===== config.mk =====
export PLATFORM = sky130hd
export DESIGN_NAME = input_skew_feeder_flat
export DESIGN_NICKNAME = d
export VERILOG_FILES = /design/src/rtl/input_skew_feeder_pkg.sv /design/src/rtl/input_skew_feeder_if.sv /design/src/rtl/input_skew_feeder_skew.sv /design/src/rtl/input_skew_feeder.sv /design/src/flat_wrapper.sv
export SDC_FILE = /design/constraint.sdc
export NUM_CORES = 1
export LEC_CHECK = 0
export ABC_AREA = 1
export CORE_MARGIN = 2
export CORE_UTILIZATION = 40
export CTS_BUF_LIST = sky130_fd_sc_hd__clkbuf_4 sky130_fd_sc_hd__clkbuf_8
export DETAILED_ROUTE_END_ITERATION = 12
export PLACE_DENSITY = 0.57
export SYNTH_ARGS = -nofsm -noshare
export SYNTH_HDL_FRONTEND = slang
export SYNTH_SLANG_ARGS = --single-unit

===== constraint.sdc =====
create_clock -name clk -period 4.1 [get_ports clk]
set_input_delay 0.82 -clock clk [delete_from_list [all_inputs] [get_ports clk]]
set_output_delay 0.82 -clock clk [all_outputs]
set_load 0.03 [all_outputs]

===== src/rtl/input_skew_feeder_pkg.sv =====
// Shared FSM encoding and lane/vector width constants for the systolic feed path.
package systolic_pkg;

    localparam int unsigned ArrayWidthDef = 4;
    localparam int unsigned DataSizeDef   = 8;
    localparam int unsigned DepthDef      = 16;

    localparam int unsigned LaneW = DataSizeDef;
    localparam int unsigned VecW  = ArrayWidthDef * DataSizeDef;

    typedef enum logic [1:0] {
        StIdle   = 2'd0,
        StStream = 2'd1,
        StDrain  = 2'd2
    } feed_state_e;

    function automatic int unsigned vec_width(int unsigned lanes, int unsigned lane_w);
        return lanes * lane_w;
    endfunction

endpackage


===== src/rtl/input_skew_feeder_if.sv =====
// Load/stream/output bundle of the input skew feeder.
// INPUT_BUF_REPLAY_EN adds the flush request.
interface input_skew_feeder_if
    import systolic_pkg::*;
#(
    parameter int unsigned ARRAYWIDTH = ArrayWidthDef,
    parameter int unsigned DATASIZE   = DataSizeDef,
    parameter int unsigned DEPTH      = DepthDef
);
    logic                             in_valid;
    logic                             in_ready;
    logic [ARRAYWIDTH*DATASIZE-1:0]   in_vec;
    logic                             start;
    logic                             busy;
    logic                             done;
    logic [$clog2(DEPTH+1)-1:0]       count;
    logic [ARRAYWIDTH*DATASIZE-1:0]   out_vec;
    logic [ARRAYWIDTH-1:0]            out_valid;
`ifdef INPUT_BUF_REPLAY_EN
    logic                             flush;

    modport master (
        output in_valid, in_vec, start, flush,
        input  in_ready, busy, done, count, out_vec, out_valid
    );
    modport slave (
        input  in_valid, in_vec, start, flush,
        output in_ready, busy, done, count, out_vec, out_valid
    );
`else
    modport master (
        output in_valid, in_vec, start,
        input  in_ready, busy, done, count, out_vec, out_valid
    );
    modport slave (
        input  in_valid, in_vec, start,
        output in_ready, busy, done, count, out_vec, out_valid
    );
`endif
endinterface


===== src/rtl/input_skew_feeder_skew.sv =====
// Fixed-length data+valid delay line; one per lane gives the diagonal skew.
module skew_delay_line #(
    parameter int unsigned DATASIZE = 8,
    parameter int unsigned STAGES   = 1
) (
    input  logic                clk,
    input  logic                rst,
    input  logic [DATASIZE-1:0] data_i,
    input  logic                valid_i,
    output logic [DATASIZE-1:0] data_o,
    output logic                valid_o
);
    logic [DATASIZE-1:0] data_q [STAGES];
    logic [STAGES-1:0]   valid_q;

    always_ff @(posedge clk or posedge rst) begin
        if (rst) begin
            for (int s = 0; s < int'(STAGES); s++) data_q[s] <= '0;
            valid_q <= '0;
        end else begin
            data_q[0]  <= data_i;
            valid_q[0] <= valid_i;
            for (int s = 1; s < int'(STAGES); s++) begin
                data_q[s]  <= data_q[s-1];
                valid_q[s] <= valid_q[s-1];
            end
        end
    end

    assign data_o  = data_q[STAGES-1];
    assign valid_o = valid_q[STAGES-1];

endmodule


===== src/rtl/input_skew_feeder.sv =====
// Buffers operand vectors, then streams them paced by DSP_DELAY with lane i delayed i cycles.
// INPUT_BUF_REPLAY_EN: streaming keeps the buffer (tile replay) and adds flush.
module input_skew_feeder
    import systolic_pkg::*;
#(
    parameter int unsigned ARRAYWIDTH = ArrayWidthDef,
    parameter int unsigned DATASIZE   = DataSizeDef,
    parameter int unsigned DEPTH      = DepthDef,
    parameter int unsigned DSP_DELAY  = 1
) (
    input logic                clk,
    input logic                rst,
    input_skew_feeder_if.slave bus_io
);
    localparam int unsigned VW     = vec_width(ARRAYWIDTH, DATASIZE);
    localparam int unsigned PtrW   = (DEPTH > 1) ? $clog2(DEPTH) : 1;
    localparam int unsigned CntW   = $clog2(DEPTH + 1);
    localparam int unsigned PaceW  = (DSP_DELAY > 1) ? $clog2(DSP_DELAY) : 1;
    localparam int unsigned DrainW = (ARRAYWIDTH > 1) ? $clog2(ARRAYWIDTH) : 1;

    feed_state_e       state_q, state_d;
    logic [PtrW-1:0]   wr_ptr_q, wr_ptr_d, rd_ptr_q, rd_ptr_d, rd_addr;
    logic [CntW-1:0]   count_q, count_d;
    logic [PaceW-1:0]  pace_q, pace_d;
    logic [DrainW-1:0] drain_q, drain_d;
    logic              done_q, done_d;
    logic              in_ready, busy, wr_en, issue, last_issue, drain_end, flush_en;
    logic [VW-1:0]     mem_q [DEPTH];
    logic [VW-1:0]     rd_vec, out_vec;
    logic [ARRAYWIDTH-1:0] out_valid;

`ifdef INPUT_BUF_REPLAY_EN
    logic [PtrW-1:0] idx_q, idx_d;

    // Replay walks an index from the fixed base so the buffer contents survive the stream.
    assign flush_en   = (state_q == StIdle) && bus_io.flush;
    assign last_issue = (CntW'(idx_q) + CntW'(1)) == count_q;
    assign rd_addr    = rd_ptr_q + idx_q;
`else
    assign flush_en   = 1'b0;
    assign last_issue = count_q == CntW'(1);
    assign rd_addr    = rd_ptr_q;
`endif

    assign wr_en     = bus_io.in_valid && in_ready && !flush_en;
    assign issue     = (state_q == StStream) && (pace_q == '0);
    assign drain_end = (state_q == StDrain) && (drain_q == DrainW'(ARRAYWIDTH - 1));
    assign rd_vec    = mem_q[rd_addr];

    always_ff @(posedge clk or posedge rst) begin
        if (rst) state_q <= StIdle;
        else     state_q <= state_d;
    end

    always_comb begin
        state_d = state_q;
        unique case (state_q)
            StIdle:   if (bus_io.start && (count_d != '0)) state_d = StStream;
            StStream: if (issue && last_issue) state_d = StDrain;
            StDrain:  if (drain_end) state_d = StIdle;
            default:  state_d = StIdle;
        endcase
    end

    always_comb begin
        busy     = state_q != StIdle;
        in_ready = (state_q == StIdle) && (count_q < CntW'(DEPTH));
    end

    always_comb begin
        wr_ptr_d = wr_ptr_q;
        rd_ptr_d = rd_ptr_q;
        count_d  = count_q;
        pace_d   = pace_q;
        drain_d  = drain_q;
        done_d   = drain_end;
`ifdef INPUT_BUF_REPLAY_EN
        idx_d    = idx_q;
`endif
        unique case (state_q)
            StIdle: begin
                pace_d  = '0;
                drain_d = '0;
                if (flush_en) begin
                    wr_ptr_d = '0;
                    rd_ptr_d = '0;
                    count_d  = '0;
                end else if (wr_en) begin
                    wr_ptr_d = wr_ptr_q + PtrW'(1);
                    count_d  = count_q + CntW'(1);
                end
            end
            StStream: begin
                if (issue) begin
                    pace_d = PaceW'(DSP_DELAY - 1);
`ifdef INPUT_BUF_REPLAY_EN
                    idx_d  = last_issue ? '0 : idx_q + PtrW'(1);
`else
                    rd_ptr_d = rd_ptr_q + PtrW'(1);
                    count_d  = count_q - CntW'(1);
`endif
                end else begin
                    pace_d = pace_q - PaceW'(1);
                end
            end
            StDrain: drain_d = drain_q + DrainW'(1);
            default: ;
        endcase
    end

    always_ff @(posedge clk or posedge rst) begin
        if (rst) begin
            wr_ptr_q <= '0;
            rd_ptr_q <= '0;
            count_q  <= '0;
            pace_q   <= '0;
            drain_q  <= '0;
            done_q   <= 1'b0;
`ifdef INPUT_BUF_REPLAY_EN
            idx_q    <= '0;
`endif
        end else begin
            wr_ptr_q <= wr_ptr_d;
            rd_ptr_q <= rd_ptr_d;
            count_q  <= count_d;
            pace_q   <= pace_d;
            drain_q  <= drain_d;
            done_q   <= done_d;
`ifdef INPUT_BUF_REPLAY_EN
            idx_q    <= idx_d;
`endif
        end
    end

    always_ff @(posedge clk) begin
        if (wr_en) mem_q[wr_ptr_q] <= bus_io.in_vec;
    end

    // Words enter the delay lines zeroed when not issued, so idle lanes pad with zero.
    for (genvar i = 0; i < ARRAYWIDTH; i++) begin : g_lane
        logic [DATASIZE-1:0] word;
        assign word = issue ? rd_vec[i*DATASIZE +: DATASIZE] : '0;

        skew_delay_line #(
            .DATASIZE (DATASIZE),
            .STAGES   (i + 1)
        ) u_line (
            .clk     (clk),
            .rst     (rst),
            .data_i  (word),
            .valid_i (issue),
            .data_o  (out_vec[i*DATASIZE +: DATASIZE]),
            .valid_o (out_valid[i])
        );
    end

    assign bus_io.in_ready  = in_ready;
    assign bus_io.busy      = busy;
    assign bus_io.done      = done_q;
    assign bus_io.count     = count_q;
    assign bus_io.out_vec   = out_vec;
    assign bus_io.out_valid = out_valid;

endmodule

===== src/flat_wrapper.sv =====
// flat-port wrapper written by rule: the top's interface ports become plain ports
module input_skew_feeder_flat import systolic_pkg::*;
#(
    parameter int unsigned ARRAYWIDTH = ArrayWidthDef,
    parameter int unsigned DATASIZE   = DataSizeDef,
    parameter int unsigned DEPTH      = DepthDef,
    parameter int unsigned DSP_DELAY  = 1
)
  (clk, rst, bus_io_in_valid, bus_io_in_vec, bus_io_start, bus_io_in_ready, bus_io_busy, bus_io_done, bus_io_count, bus_io_out_vec, bus_io_out_valid);
  input_skew_feeder_if #(.ARRAYWIDTH(ARRAYWIDTH), .DATASIZE(DATASIZE), .DEPTH(DEPTH)) bus_io_i ();
  input logic clk;
  input logic rst;
  input wire logic [$bits(bus_io_i.in_valid)-1:0] bus_io_in_valid;
  input wire logic [$bits(bus_io_i.in_vec)-1:0] bus_io_in_vec;
  input wire logic [$bits(bus_io_i.start)-1:0] bus_io_start;
  output wire logic [$bits(bus_io_i.in_ready)-1:0] bus_io_in_ready;
  output wire logic [$bits(bus_io_i.busy)-1:0] bus_io_busy;
  output wire logic [$bits(bus_io_i.done)-1:0] bus_io_done;
  output wire logic [$bits(bus_io_i.count)-1:0] bus_io_count;
  output wire logic [$bits(bus_io_i.out_vec)-1:0] bus_io_out_vec;
  output wire logic [$bits(bus_io_i.out_valid)-1:0] bus_io_out_valid;
  assign bus_io_i.in_valid = bus_io_in_valid;
  assign bus_io_i.in_vec = bus_io_in_vec;
  assign bus_io_i.start = bus_io_start;
  assign bus_io_in_ready = bus_io_i.in_ready;
  assign bus_io_busy = bus_io_i.busy;
  assign bus_io_done = bus_io_i.done;
  assign bus_io_count = bus_io_i.count;
  assign bus_io_out_vec = bus_io_i.out_vec;
  assign bus_io_out_valid = bus_io_i.out_valid;
  input_skew_feeder #(.ARRAYWIDTH(ARRAYWIDTH), .DATASIZE(DATASIZE), .DEPTH(DEPTH), .DSP_DELAY(DSP_DELAY)) u_core (.clk(clk), .rst(rst), .bus_io(bus_io_i));
endmodule

---- After elaboration in Yosys (flattened, before gate mapping) ----
Memory sizes are Yosys's and may differ from the RTL's.
Cells that the tools add are included.
word-level totals
  register bits ........................... 109
  bits in latches ......................... 0
  bits in writable memories ............... 512
  memory bits (read-only) ................. 0
  output and inout bits ................... 44
  memories ................................ 1
memories
  name          words  bits a word  read ports  clocked after Yosys merged registers in  wr ports  RTL line                 text
  u_core.mem_q  16     32           1           0                                        1         input_skew_feeder.sv:28  logic [VW-1:0] mem_q [DEPTH];
cells by class
  add/subtract/negate cells ............... 6
  multiply operators ...................... 0
  div/mod/pow operators ................... 0
  magnitude comparators ................... 1
  equality and inequality tests ........... 7
  shift operators ......................... 0
  multiplexer cells ....................... 16
  bitwise operators ....................... 1
  reduce and logical (&&, ||, !) cells .... 14
operators with widths
  kind                                                    count
  two-way mux 8 bit                                       4
  two-way mux 5 bit                                       2
  case mux 5 bit (2 select lines)                         1
  adder 4 x 1 -> 4 bit (second input constant)            2
  logical AND 1 bit                                       6
  two-way mux 2 bit                                       3
  case mux 2 bit (3 select lines)                         1
  nonzero test 2 bit                                      3
  adder 5 x 1 -> 5 bit (second input constant)            1
  equality test 5 x 1 -> 1 bit (second input constant)    1
  < comparator 5 bit (second input constant)              1
  nonzero test 5 bit                                      1
  subtractor 5 x 1 -> 5 bit (second input constant)       1
  equality test 2 bit (second input constant)             2
  inequality test 2 x 1 -> 1 bit (second input constant)  2
  case mux 2 bit (2 select lines)                         1
  AND reduction 2 bit                                     2
  two-way mux 1 bit                                       3
  AND reduction 3 bit                                     1
  adder 2 x 1 -> 2 bit (second input constant)            1
  equality test 2 x 1 -> 1 bit (second input constant)    1
  logical NOT 2 bit                                       1
  inequality test 2 bit (second input constant)           1
  case mux 1 bit (2 select lines)                         1
  2 further kinds                                         2

---- Logic depth before layout (Yosys ltp) ----
  depth in word-level cells ............... 9
  depth in mapped cells ................... 11
  mapped depth without buffers ............ 11

---- Modules after synthesis ----
Synthesis repeated with hierarchy kept, for this count alone.
second synthesis, totals
  cell total of the unflattened synthesis .. 1633
  area, all modules ....................... 23422.5 µm²
by module, submodules not included
  module                                      times used  cells an instance  area each (µm²)  sequential area each (µm²)
  input_skew_feeder                           1           1515               20975.1          15850.2
  skew_delay_line at u_core.g_lane[3].u_line  1           45                 964.7            900.9
  skew_delay_line at u_core.g_lane[2].u_line  1           36                 739.5            675.6
  skew_delay_line at u_core.g_lane[1].u_line  1           27                 514.2            450.4
  skew_delay_line at u_core.g_lane[0].u_line  1           10                 229.0            225.2

---- Worst setup path after synthesis ----
OpenSTA, ideal clock, no wires.
  kind .................................... input -> register
  from .................................... input bus_io_in_valid
  to ...................................... memory u_core.mem_q[11][0] (netlist name) (enable)
  arrival ................................. 2620 ps
  required time ........................... 3679 ps
  slack ................................... 1059 ps
  stages on the path ...................... 4
  cells stage by stage .................... nand3_1 -> inv_2 -> nand2_1 -> nor2_1
between the ends
  word-level cells in the longest chain between the ends .. 3
RTL lines
  item                                     RTL line                  text
  start: declaration                       flat_wrapper.sv:13        input wire logic [$bits(bus_io_i.in_valid)-1:0] bus_io_in_valid;
  logical AND 1 bit                        input_skew_feeder.sv:45   assign wr_en = bus_io.in_valid && in_ready && !flush_en;
  two-way mux 1 bit                        input_skew_feeder.sv:136  if (wr_en) mem_q[wr_ptr_q] <= bus_io.in_vec;
  two-way mux 1 bit (not written as such)  input_skew_feeder.sv:136
  end: declaration                         input_skew_feeder.sv:28
Every way passes these cells.

---- Worst setup path in the final report ----
  from .................................... register u_core.state_q[0]
  to ...................................... output bus_io_in_ready
between the ends
  word-level cells in the longest chain between the ends .. 2
RTL lines
  item                      RTL line                 text
  start: declaration        input_skew_feeder.sv:21  feed_state_e state_q, state_d;
  start signal: assignment  input_skew_feeder.sv:51  if (rst) state_q <= StIdle;
  start signal: assignment  input_skew_feeder.sv:52  else state_q <= state_d;
  logical NOT 2 bit         input_skew_feeder.sv:67  in_ready = (state_q == StIdle) && (count_q < CntW'(DEPTH));
  logical AND 1 bit         input_skew_feeder.sv:67
  end: declaration          flat_wrapper.sv:16       output wire logic [$bits(bus_io_i.in_ready)-1:0] bus_io_in_ready;
Every way passes these cells.

==> results.toml <==
[run_status]
status = "finished, final reports clean"

[job]
cap_violations = 0

[worst_setup_path]
r2r_start = "u_core.state_q[0]"
r2r_cells = 6
crit_required_ns = 3.28
r2r_slack_ns = 1.52
critPathCaptureType = "primary output"
path_max_fanout = 7
cp.arrival_ns = 2.27
crit_type = "reg -> out"
start_kind = "flip-flop"
r2r_end = "u_core.mem_q[1][16]"

[cells_and_area]
drive_gt1_share_pct = 13.1
area_delta_synth_final_pct = 15.6
fin_util_pct = 47.0
layout.nets = 1845
nFillCells = 5205
most-common-layout-cells = "edfxtp_1, nor2_1, o21ai_0, clkbuf_8, dfrtp_1"
layout_commonest_cell = "edfxtp_1"

[floorplanning]
fp.dieH_um = 247
die-width_um = 247
fp-row-count = 88
io_pins = 80
initial_core_util_pct = 40.7
coreArea_sq_um = 57900
die-area_sq_um = 60800

[timing]
finalSetupViolations = 0
period_minus_slack_ns = 3.09
hold_violations = 0
fin_tns_setup_ns = 0
fin_crit_sh_pct = 75.4
final_max_slew_viol_count = 0
rsz0062_at_grt = "no"
worst_slew_pin_slew_ns = 1.08
timing.fmax_mhz = 323
relSlewSlack_pct = 27.4
fin_skew_ns = 0.0319

[cts]
clk_latency_ns = 0.69
cts_root_buf = "clkbuf_8"
cts.clk_slew.worst_paths_ns = 0.06
cts_setup_buffers = 0
cts.repair.resized = 0
max-clock-path-buffers = 3
cts_tree = "built"
htreeDepth = 3
cts_buffers = 100
cts_hold_buffers = 0
clock-sinks = 615

[synth]
avgSynthCellArea_sq_um = 13.7
yosysUniqueCellTypes = 25
yosys_warnings = 0
synth-seq-cells = 615
syn_nets = 1761
ys_seq_area_share_pct = 76.3
syn_inst = 1716
synth_area_sq_um = 23500

[routing]
route.detailed.drc = 0
drt-wirelength-per-cell_um = 21.1
vias = 14000
drtIter0Drc = 1243
detail-route-antenna-nets = 0
firstDrtPassIters = 5
wirelength_um = 56100
viasPerCell = 5.27

[hold_path]
hold_path_end = "u_core.g_lane[3].u_line.data_o[4]"
min_from = "u_core.g_lane[3].u_line.data_q[12]"
hold_path_class = "reg -> reg"
holdPathStages = 0

[power]
powerDensity_nw_per_um2 = 695
ir_worst_vdd_v = 0.000547
p_leak_nw = 9.16

[global_route]
overflow = 0
gr-usage-all-layers_pct = 18.7
grt_antenna_before_repair = 2
grt_pass1_vias = 14000
grt_max_degree = 205
grt_pass1_wl_um = 85600

[placed_design]
routabilityCongestion = 0.782
dpl.hpwl_um = 30900
io_buffers = 79
==> Yosys cell counts <==
master	instances	area (sq um)
nand4_1	7	43.8
o221ai_1	25	219
buf_2	22	110
buf_6	13	146
xor2_1	6	52.6
o21ai_1	13	65.1
ha_1	9	113
nand3b_1	1	7.51
a22o_1	1	8.76
inv_1	22	82.6
a21oi_1	32	160
o21ai_0	284	1420
nor2_1	384	1440
inv_2	3	11.3
nand2_1	35	131
dfrtp_1	103	2580
buf_12	4	80.1
clkbuf_1	59	221
buf_1	6	22.5
nand3_1	38	190
nor2_2	2	12.5
edfxtp_1	512	15400
o221ai_2	5	75.1
o211ai_1	98	736
buf_4	32	240
==> metal layers <==
layer	vias to the layer above	wire [um]	GRT usage, %
met5	-	0	0
met4	0	1600	6.56
met3	117	2800	3.61
met2	388	27100	30.6
met1	7033	24600	25.1
li1	6452	-	-
==> report_power, final <==
part	switching (W)	internal, W	total (W)
Clock	0.00240	0.00317	0.00558
Combinational	0.00382	0.00175	0.00557
Sequential	0.000419	0.00735	0.00777
==> worst max-delay path: stages (launching register included) <==
cell and delay (ns):
dfrtp_1 0.45, nor2_2 0.25, inv_1 0.13, nor2_1 0.11, clkdlybuf4s50_1 0.67
==> stage by stage <==
step	hold slack (ns)	cells	worst slack, ns	area (sq um)	power, W
2_1_floorplan	0.331	1716	0.576	23500	0.0117
3_3_place_gp	0.332	2463	0.851	25100	0.0135
3_5_place_dp	0.336	2463	0.819	25100	0.0135
4_1_cts	0.343	2652	0.952	27200	0.0191
5_1_grt	0.349	2653	0.851	27200	0.0200
6_report	0.345	2653	1.01	27200	0.0189
==> state kept, by name, indices dropped and copies added, names as in the netlist, 2 cells and up <==
register                      flops
u_core.mem_q                    512
u_core.wr_ptr_q                   4
u_core.bus_io.count               5
u_core.rd_addr                    4
u_core.g_lane.u_line.valid_q      4
u_core.g_lane.u_line.data_q      48
u_core.drain_q                    2
u_core.state_q                    2
u_core.g_lane.u_line.data_o      32
==> area by class of cell <==
cell class / count / area (sq um) / area share (%)
Tap cell: 765 / 957 / 3.52
Sequential cell: 615 / 18000 / 66.0
Clock inverter: 28 / 189 / 0.694
Timing Repair Buffer: 118 / 1230 / 4.53
Clock buffer: 161 / 1970 / 7.24
Inverter: 25 / 104 / 0.382
Antenna cell: 1 / 2.50 / 0.00919
Multi-Input combinational cell: 940 / 4800 / 17.6
==> cells by family after synthesis <==
group / share of synthesized area [%]
simple gates: 7.76
buf+inv: 3.88
flops: 76.3
compound gates: 11.4
fa+ha+maj: 0.478
xor+xnor: 0.223
==> worst max path at each step <==
stage                            from                endpoint  slack, ns  cells past startpoint
CTS                 u_core.state_q[0]         bus_io_in_ready       0.95                      4
detailed placement    bus_io_in_valid     u_core.mem_q[1][22]       0.82                      6
floorplan                         rst  u_core.bus_io.count[0]       0.58                      1
global route        u_core.state_q[0]         bus_io_in_ready       0.85                      4
global placement      bus_io_in_valid     u_core.mem_q[1][10]       0.85                      6
finish              u_core.state_q[0]         bus_io_in_ready       1.01                      4
Note: power is estimated with default switching activity, not from simulation.
